--- config.mk ---
export PLATFORM = sky130hd
export DESIGN_NAME = apb_master_bridge
export DESIGN_NICKNAME = d
export VERILOG_FILES = /design/src/rtl/apb_master_bridge_pkg.sv /design/src/rtl/apb_master_bridge.sv
export SDC_FILE = /design/constraint.sdc
export NUM_CORES = 1
export LEC_CHECK = 0
export CAP_MARGIN = 10
export CORE_AREA = 2 2 109 111
export DETAILED_ROUTE_END_ITERATION = 7
export DIE_AREA = 0 0 111 113
export GPL_ROUTABILITY_DRIVEN = 0
export HOLD_SLACK_MARGIN = 0.08
export PLACE_DENSITY_LB_ADDON = 0.1
export REMOVE_ABC_BUFFERS = 1
export SLEW_MARGIN = 40
export SYNTH_ARGS = -nofsm -noshare
export SYNTH_HDL_FRONTEND = slang
export SYNTH_SLANG_ARGS = --single-unit
export TNS_END_PERCENT = 10
--- constraint.sdc ---
create_clock -name clk -period 2.8 [get_ports clk]
set_input_delay 0.56 -clock clk [delete_from_list [all_inputs] [get_ports clk]]
set_output_delay 0.56 -clock clk [all_outputs]
set_load 0.05 [all_outputs]
--- src/rtl/apb_master_bridge_pkg.sv ---
// Shared types and constants for the single-outstanding APB initiator.
// Holds the FSM state encoding, the error read-data pattern and a clog2 helper.
package apb_master_bridge_pkg;

    typedef enum logic [1:0] {
        ST_IDLE   = 2'd0,
        ST_SETUP  = 2'd1,
        ST_ACCESS = 2'd2,
        ST_RESP   = 2'd3
    } state_t;

    localparam logic [31:0] APB_ERR_RDATA = 32'hFFFF_FFFF;

    function automatic int clog2(input int value);
        int result;
        result = 0;
        while ((1 << result) < value) begin
            result = result + 1;
        end
        return result;
    endfunction

endpackage

--- src/rtl/apb_master_bridge.sv ---
// Valid/ready request to APB SETUP/ACCESS bridge with address decode,
// PREADY wait states and a bounded ACCESS phase that returns an error on expiry.
module apb_master_bridge
    import apb_master_bridge_pkg::*;
#(
    parameter int NSEL       = 4,
    parameter int SLV_ADDR_W = 4,
    parameter int ADDR_W     = 8,
    parameter int TIMEOUT    = 256
) (
    input  logic                  clk,
    input  logic                  reset,
    input  logic                  req_valid,
    output logic                  req_ready,
    input  logic                  req_write,
    input  logic [ADDR_W-1:0]     req_addr,
    input  logic [31:0]           req_wdata,
    output logic                  resp_valid,
    input  logic                  resp_ready,
    output logic [31:0]           resp_rdata,
    output logic                  resp_err,
    output logic [NSEL-1:0]       PSEL,
    output logic                  PENABLE,
    output logic                  PWRITE,
    output logic [SLV_ADDR_W-1:0] PADDR,
    output logic [31:0]           PWDATA,
    input  logic [NSEL*32-1:0]    PRDATA,
    input  logic [NSEL-1:0]       PREADY
);

    localparam int SEL_W = ADDR_W - SLV_ADDR_W;
    localparam int CNT_W = (TIMEOUT > 0) ? clog2(TIMEOUT + 1) : 1;
    localparam logic [CNT_W-1:0] CNT_MAX = '1;

    state_t             state_reg, state_next;
    logic [SEL_W-1:0]   sel_reg;
    logic [CNT_W-1:0]   wait_cnt_reg;
    logic [NSEL-1:0]    sel_onehot;
    logic [31:0]        prdata_mask [NSEL];
    logic [31:0]        prdata_sel;
    logic               pready_sel;
    logic               timeout_hit;
    logic [SEL_W-1:0]   req_sel;
    logic               req_sel_ok;
    logic               req_fire;

    assign req_sel    = req_addr[ADDR_W-1:SLV_ADDR_W];
    assign req_sel_ok = (32'(req_sel) < 32'(NSEL));
    assign req_fire   = req_valid && (state_reg == ST_IDLE);

    // Decode and read mux work off the latched select, so a stale PREADY or
    // PRDATA from an unselected completer can never reach the response.
    generate
        for (genvar gi = 0; gi < NSEL; gi++) begin : g_slot
            assign sel_onehot[gi]  = (sel_reg == SEL_W'(gi));
            assign prdata_mask[gi] = sel_onehot[gi] ? PRDATA[32*gi +: 32] : 32'd0;
        end
    endgenerate

    always_comb begin
        prdata_sel = 32'd0;
        for (int i = 0; i < NSEL; i++) begin
            prdata_sel = prdata_sel | prdata_mask[i];
        end
    end

    assign pready_sel = |(PREADY & sel_onehot);

    generate
        if (TIMEOUT > 0) begin : g_timeout
            assign timeout_hit = (wait_cnt_reg == CNT_W'(TIMEOUT - 1)) && !pready_sel;
        end else begin : g_no_timeout
            assign timeout_hit = 1'b0;
        end
    endgenerate

    always_ff @(posedge clk or negedge reset) begin
        if (!reset) begin
            state_reg <= ST_IDLE;
        end else begin
            state_reg <= state_next;
        end
    end

    always_comb begin
        state_next = state_reg;
        req_ready  = 1'b0;
        resp_valid = 1'b0;
        PSEL       = '0;
        PENABLE    = 1'b0;
        case (state_reg)
            ST_IDLE: begin
                req_ready = 1'b1;
                if (req_valid) begin
                    state_next = req_sel_ok ? ST_SETUP : ST_RESP;
                end
            end
            ST_SETUP: begin
                PSEL       = sel_onehot;
                state_next = ST_ACCESS;
            end
            ST_ACCESS: begin
                PSEL    = sel_onehot;
                PENABLE = 1'b1;
                if (pready_sel || timeout_hit) begin
                    state_next = ST_RESP;
                end
            end
            ST_RESP: begin
                resp_valid = 1'b1;
                if (resp_ready) begin
                    state_next = ST_IDLE;
                end
            end
            default: state_next = ST_IDLE;
        endcase
    end

    // Bus fields are captured only on accept, so they hold while idle.
    always_ff @(posedge clk or negedge reset) begin
        if (!reset) begin
            sel_reg      <= '0;
            PWRITE       <= 1'b0;
            PADDR        <= '0;
            PWDATA       <= 32'd0;
            resp_rdata   <= 32'd0;
            resp_err     <= 1'b0;
            wait_cnt_reg <= '0;
        end else begin
            if (req_fire) begin
                sel_reg <= req_sel;
                PWRITE  <= req_write;
                PADDR   <= req_addr[SLV_ADDR_W-1:0];
                PWDATA  <= req_wdata;
                if (!req_sel_ok) begin
                    resp_rdata <= 32'd0;
                    resp_err   <= 1'b1;
                end
            end

            if (state_reg == ST_SETUP) begin
                wait_cnt_reg <= '0;
            end else if (state_reg == ST_ACCESS && !pready_sel && wait_cnt_reg != CNT_MAX) begin
                wait_cnt_reg <= wait_cnt_reg + 1'b1;
            end

            if (state_reg == ST_ACCESS) begin
                if (pready_sel) begin
                    resp_rdata <= PWRITE ? 32'd0 : prdata_sel;
                    resp_err   <= 1'b0;
                end else if (timeout_hit) begin
                    resp_rdata <= APB_ERR_RDATA;
                    resp_err   <= 1'b1;
                end
            end
        end
    end

endmodule

==> flow_metrics.env, run 1 <==
export IMPL_postCtsSetupBuffers=0
export IMPL_cts_resized=0
export IMPL_synth_top_area_share=0.459
export IMPL_reg2reg_from="sel_reg[0]"
export IMPL_startpoint_type="flip-flop"
export IMPL_ys_flop_type="dfrtp_1"
export IMPL_drt_iter0_drc=206
export IMPL_via_count=4050
export IMPL_h_tree_depth=3
export IMPL_worst_clock_skew_ns=0.00600
export IMPL_groute_usage_overall=0.215
export IMPL_first_pass_iters=4
export IMPL_cts_buffers=9
export IMPL_synth_seq_cells=85
export IMPL_dp_cells=761
export IMPL_finalSetupViolCount=0
export IMPL_synth_edf_count=0
export IMPL_max_freq_mhz=402
export IMPL_yosysTopAreaCell="dfrtp_1"
export IMPL_antenna_found_initial=0
export IMPL_endpoint="req_ready"
export IMPL_reg2reg_depth=4
export IMPL_die_h_um=113
export IMPL_fin_nets=814
export IMPL_timing_final_crit_share=0.889
export IMPL_ant_nets=0
export IMPL_ir_worst_vdd_uv=877
export IMPL_reg2reg_slack_ns=0.70
export IMPL_overflow=0
export IMPL_slew_headroom=0.472
export IMPL_startpoint="state_reg[1]"
export IMPL_crit_arrival_ns=1.93
export IMPL_worstMarginPinSlew_ns=0.792
export IMPL_clk_pin_slew_ns=0.06
export IMPL_avgSynthCellArea_um2=12.0
export IMPL_clk_latency_ns=0.33
export IMPL_grt_max_degree=53
export IMPL_drcViolationCount=0
export IMPL_yosysSeqAreaShare=0.459
export IMPL_p_per_area_nw_per_um2=1100
export IMPL_grt_pass1_vias=4266
export IMPL_synthesis_area_um2=4630
export IMPL_finalCriticalPeriod_ns=2.49
export IMPL_start_util=0.411
export IMPL_slew_violations=0
export IMPL_cts_hold_buffers=0
export IMPL_hpwl_mm=10.4
export IMPL_viasPerCell=5.23
export IMPL_n_fill_cell=864
export IMPL_synthDistinctLibCells=32
export IMPL_drive_gt1_frac=0.180
export IMPL_cp_required_ns=2.24
export IMPL_layout_cells_non_filler=775
export IMPL_root_buffer="clkbuf_16"
export IMPL_antenna_cells=0
export IMPL_area_growth_pct=63.8
export IMPL_finalWorstSetupSlack_ns=0.312
export IMPL_die_w_um=111
export IMPL_grt_pass1_wl_mm=21.3
export IMPL_wl_per_cell_um=17.4
export IMPL_async_reset_ff_frac=1.00
export IMPL_criticalPathCategory="reg -> out"
export IMPL_worstReg2RegEnd="resp_rdata[7]"
export IMPL_setup_worst_path_end_class="output pin"
export IMPL_num_rows=39
export IMPL_core_um2=11300
export IMPL_run_status="finished, final reports clean"
export IMPL_hold_viol=0
export IMPL_pre_cts_slack_ns=0.310
export IMPL_drv_cap=0
export IMPL_clockBufferDepth=2
export IMPL_ioPinCount=254
export IMPL_yosys_warnings=0
export IMPL_die_area_um2=12500
export IMPL_syn_inst=387
export IMPL_cts_tree="yes"
export IMPL_port_buffer_count=253
export IMPL_clock_sink_count=85
export IMPL_critPathMaxFanout=4
export IMPL_rsz0062_at_grt="no"
export IMPL_hp_class="in -> async"
export IMPL_p_leak_nw=2.98
export IMPL_utilization=0.673
export IMPL_wirelength_mm=13.5
export IMPL_synthTopCellsByArea="dfrtp_1, mux4_2, mux2_2"
[synth_stat cells (2+ instances only)]
| cell | number |
|---|---|
| nor2_1 | 28 |
| buf_2 | 4 |
| a21oi_1 | 46 |
| a211oi_2 | 4 |
| mux2_2 | 41 |
| nand3_1 | 37 |
| xnor2_1 | 7 |
| a2111oi_2 | 2 |
| mux2i_1 | 2 |
| nor3_1 | 3 |
| mux4_2 | 33 |
| o21a_1 | 13 |
| buf_6 | 5 |
| dfrtp_1 | 85 |
| inv_1 | 8 |
| ha_1 | 8 |
| clkbuf_1 | 16 |
| buf_1 | 9 |
| o21ai_1 | 19 |
| nand2_1 | 5 |
[metrics by stage]
stage | TNS (ns) | hold slack, ns | power, mW | area (µm²)
6_report | 0 | 0.207 | 8.33 | 7580
5_1_grt | 0 | 0.246 | 8.76 | 7580
4_1_cts | 0 | 0.217 | 8.43 | 7580
3_5_place_dp | 0 | 0.496 | 7.26 | 7300
3_3_place_gp | 0 | 0.486 | 7.17 | 7300
2_1_floorplan | -10.47 | 0.264 | 5.43 | 4460
[logic make-up (layout without fill, tap and decap cells)]
kind of cell | after synthesis | in the layout | share of synthesized area
compound gates | 91 | 91 | 0.120
xor+xnor | 7 | 7 | 0.0132
fa+ha+maj | 8 | 8 | 0.0216
buf+inv | 42 | 287 | 0.0432
flops | 85 | 85 | 0.459
mux | 76 | 76 | 0.265
simple gates | 78 | 78 | 0.0784
[per-layer routing]
layer  global-route usage  vias up  part of all wire
met4               0.0725        0             0.014
met5                    0        -                 0
met2                0.390      191              0.51
met1                0.259     1944              0.40
met3               0.0418        9             0.072
li1                     -     1906                 -
[final cells by class]
type,instances,area [µm²],area share
clock buffers,12,246,0.0325
well taps,143,179,0.0236
repair buffers,265,2660,0.350
multi-input cells,260,2310,0.304
inverters,8,30.0,0.00396
flip-flops and latches,85,2130,0.281
clock inverters,2,35.0,0.00462
[cell usage in the layout, fill, tap and decap left out, types with 2 or more instances in the layout]
| cell | instances |
|---|---|
| inv_1 | 8 |
| mux2i_1 | 2 |
| clkbuf_1 | 2 |
| mux2_2 | 41 |
| o21a_1 | 13 |
| buf_4 | 14 |
| mux4_2 | 33 |
| a211oi_2 | 4 |
| nand3_1 | 37 |
| o21ai_1 | 19 |
| nor2_1 | 28 |
| nand2_1 | 5 |
| nor3_1 | 2 |
| ha_1 | 8 |
| dfrtp_1 | 84 |
| buf_12 | 4 |
| clkdlybuf4s50_1 | 247 |
| a21oi_1 | 46 |
| xnor2_1 | 7 |
| a2111oi_2 | 2 |
| clkbuf_16 | 9 |
[how the worst min path moves through the flow]
stage / slack, ns / cells after the start / endpoint / start
2_1_floorplan: 0.26 / 0 / PADDR[0] / reset
3_3_place_gp: 0.49 / 1 / PWDATA[9] / PWDATA[9]
3_5_place_dp: 0.50 / 1 / PADDR[1] / PADDR[1]
4_1_cts: 0.22 / 1 / PADDR[1] / reset
5_1_grt: 0.25 / 1 / PADDR[1] / reset
6_report: 0.21 / 1 / PWDATA[13] / reset
[worst max-delay path, stage by stage, from the launching register on]
cell,delay [ns]
dfrtp_1,0.40
inv_1,0.13
ha_1,0.23
clkdlybuf4s50_1,0.83
[power breakdown]
part           leakage (nW)  internal (mW)  total [mW]  switching [mW]
clock                 0.139          0.704        1.14           0.434
sequential             1.08           1.74        2.08           0.344
combinational          1.76           2.09        5.11            3.02
No activity file was read; power rests on OpenSTA's default activity.
==> run 2, diff against run 1 <==
Settings changed: CTS_CLUSTER_SIZE set to 40.
==> results of run 2 <==
Final layout, timing and power as in run 1 (identical DEF).
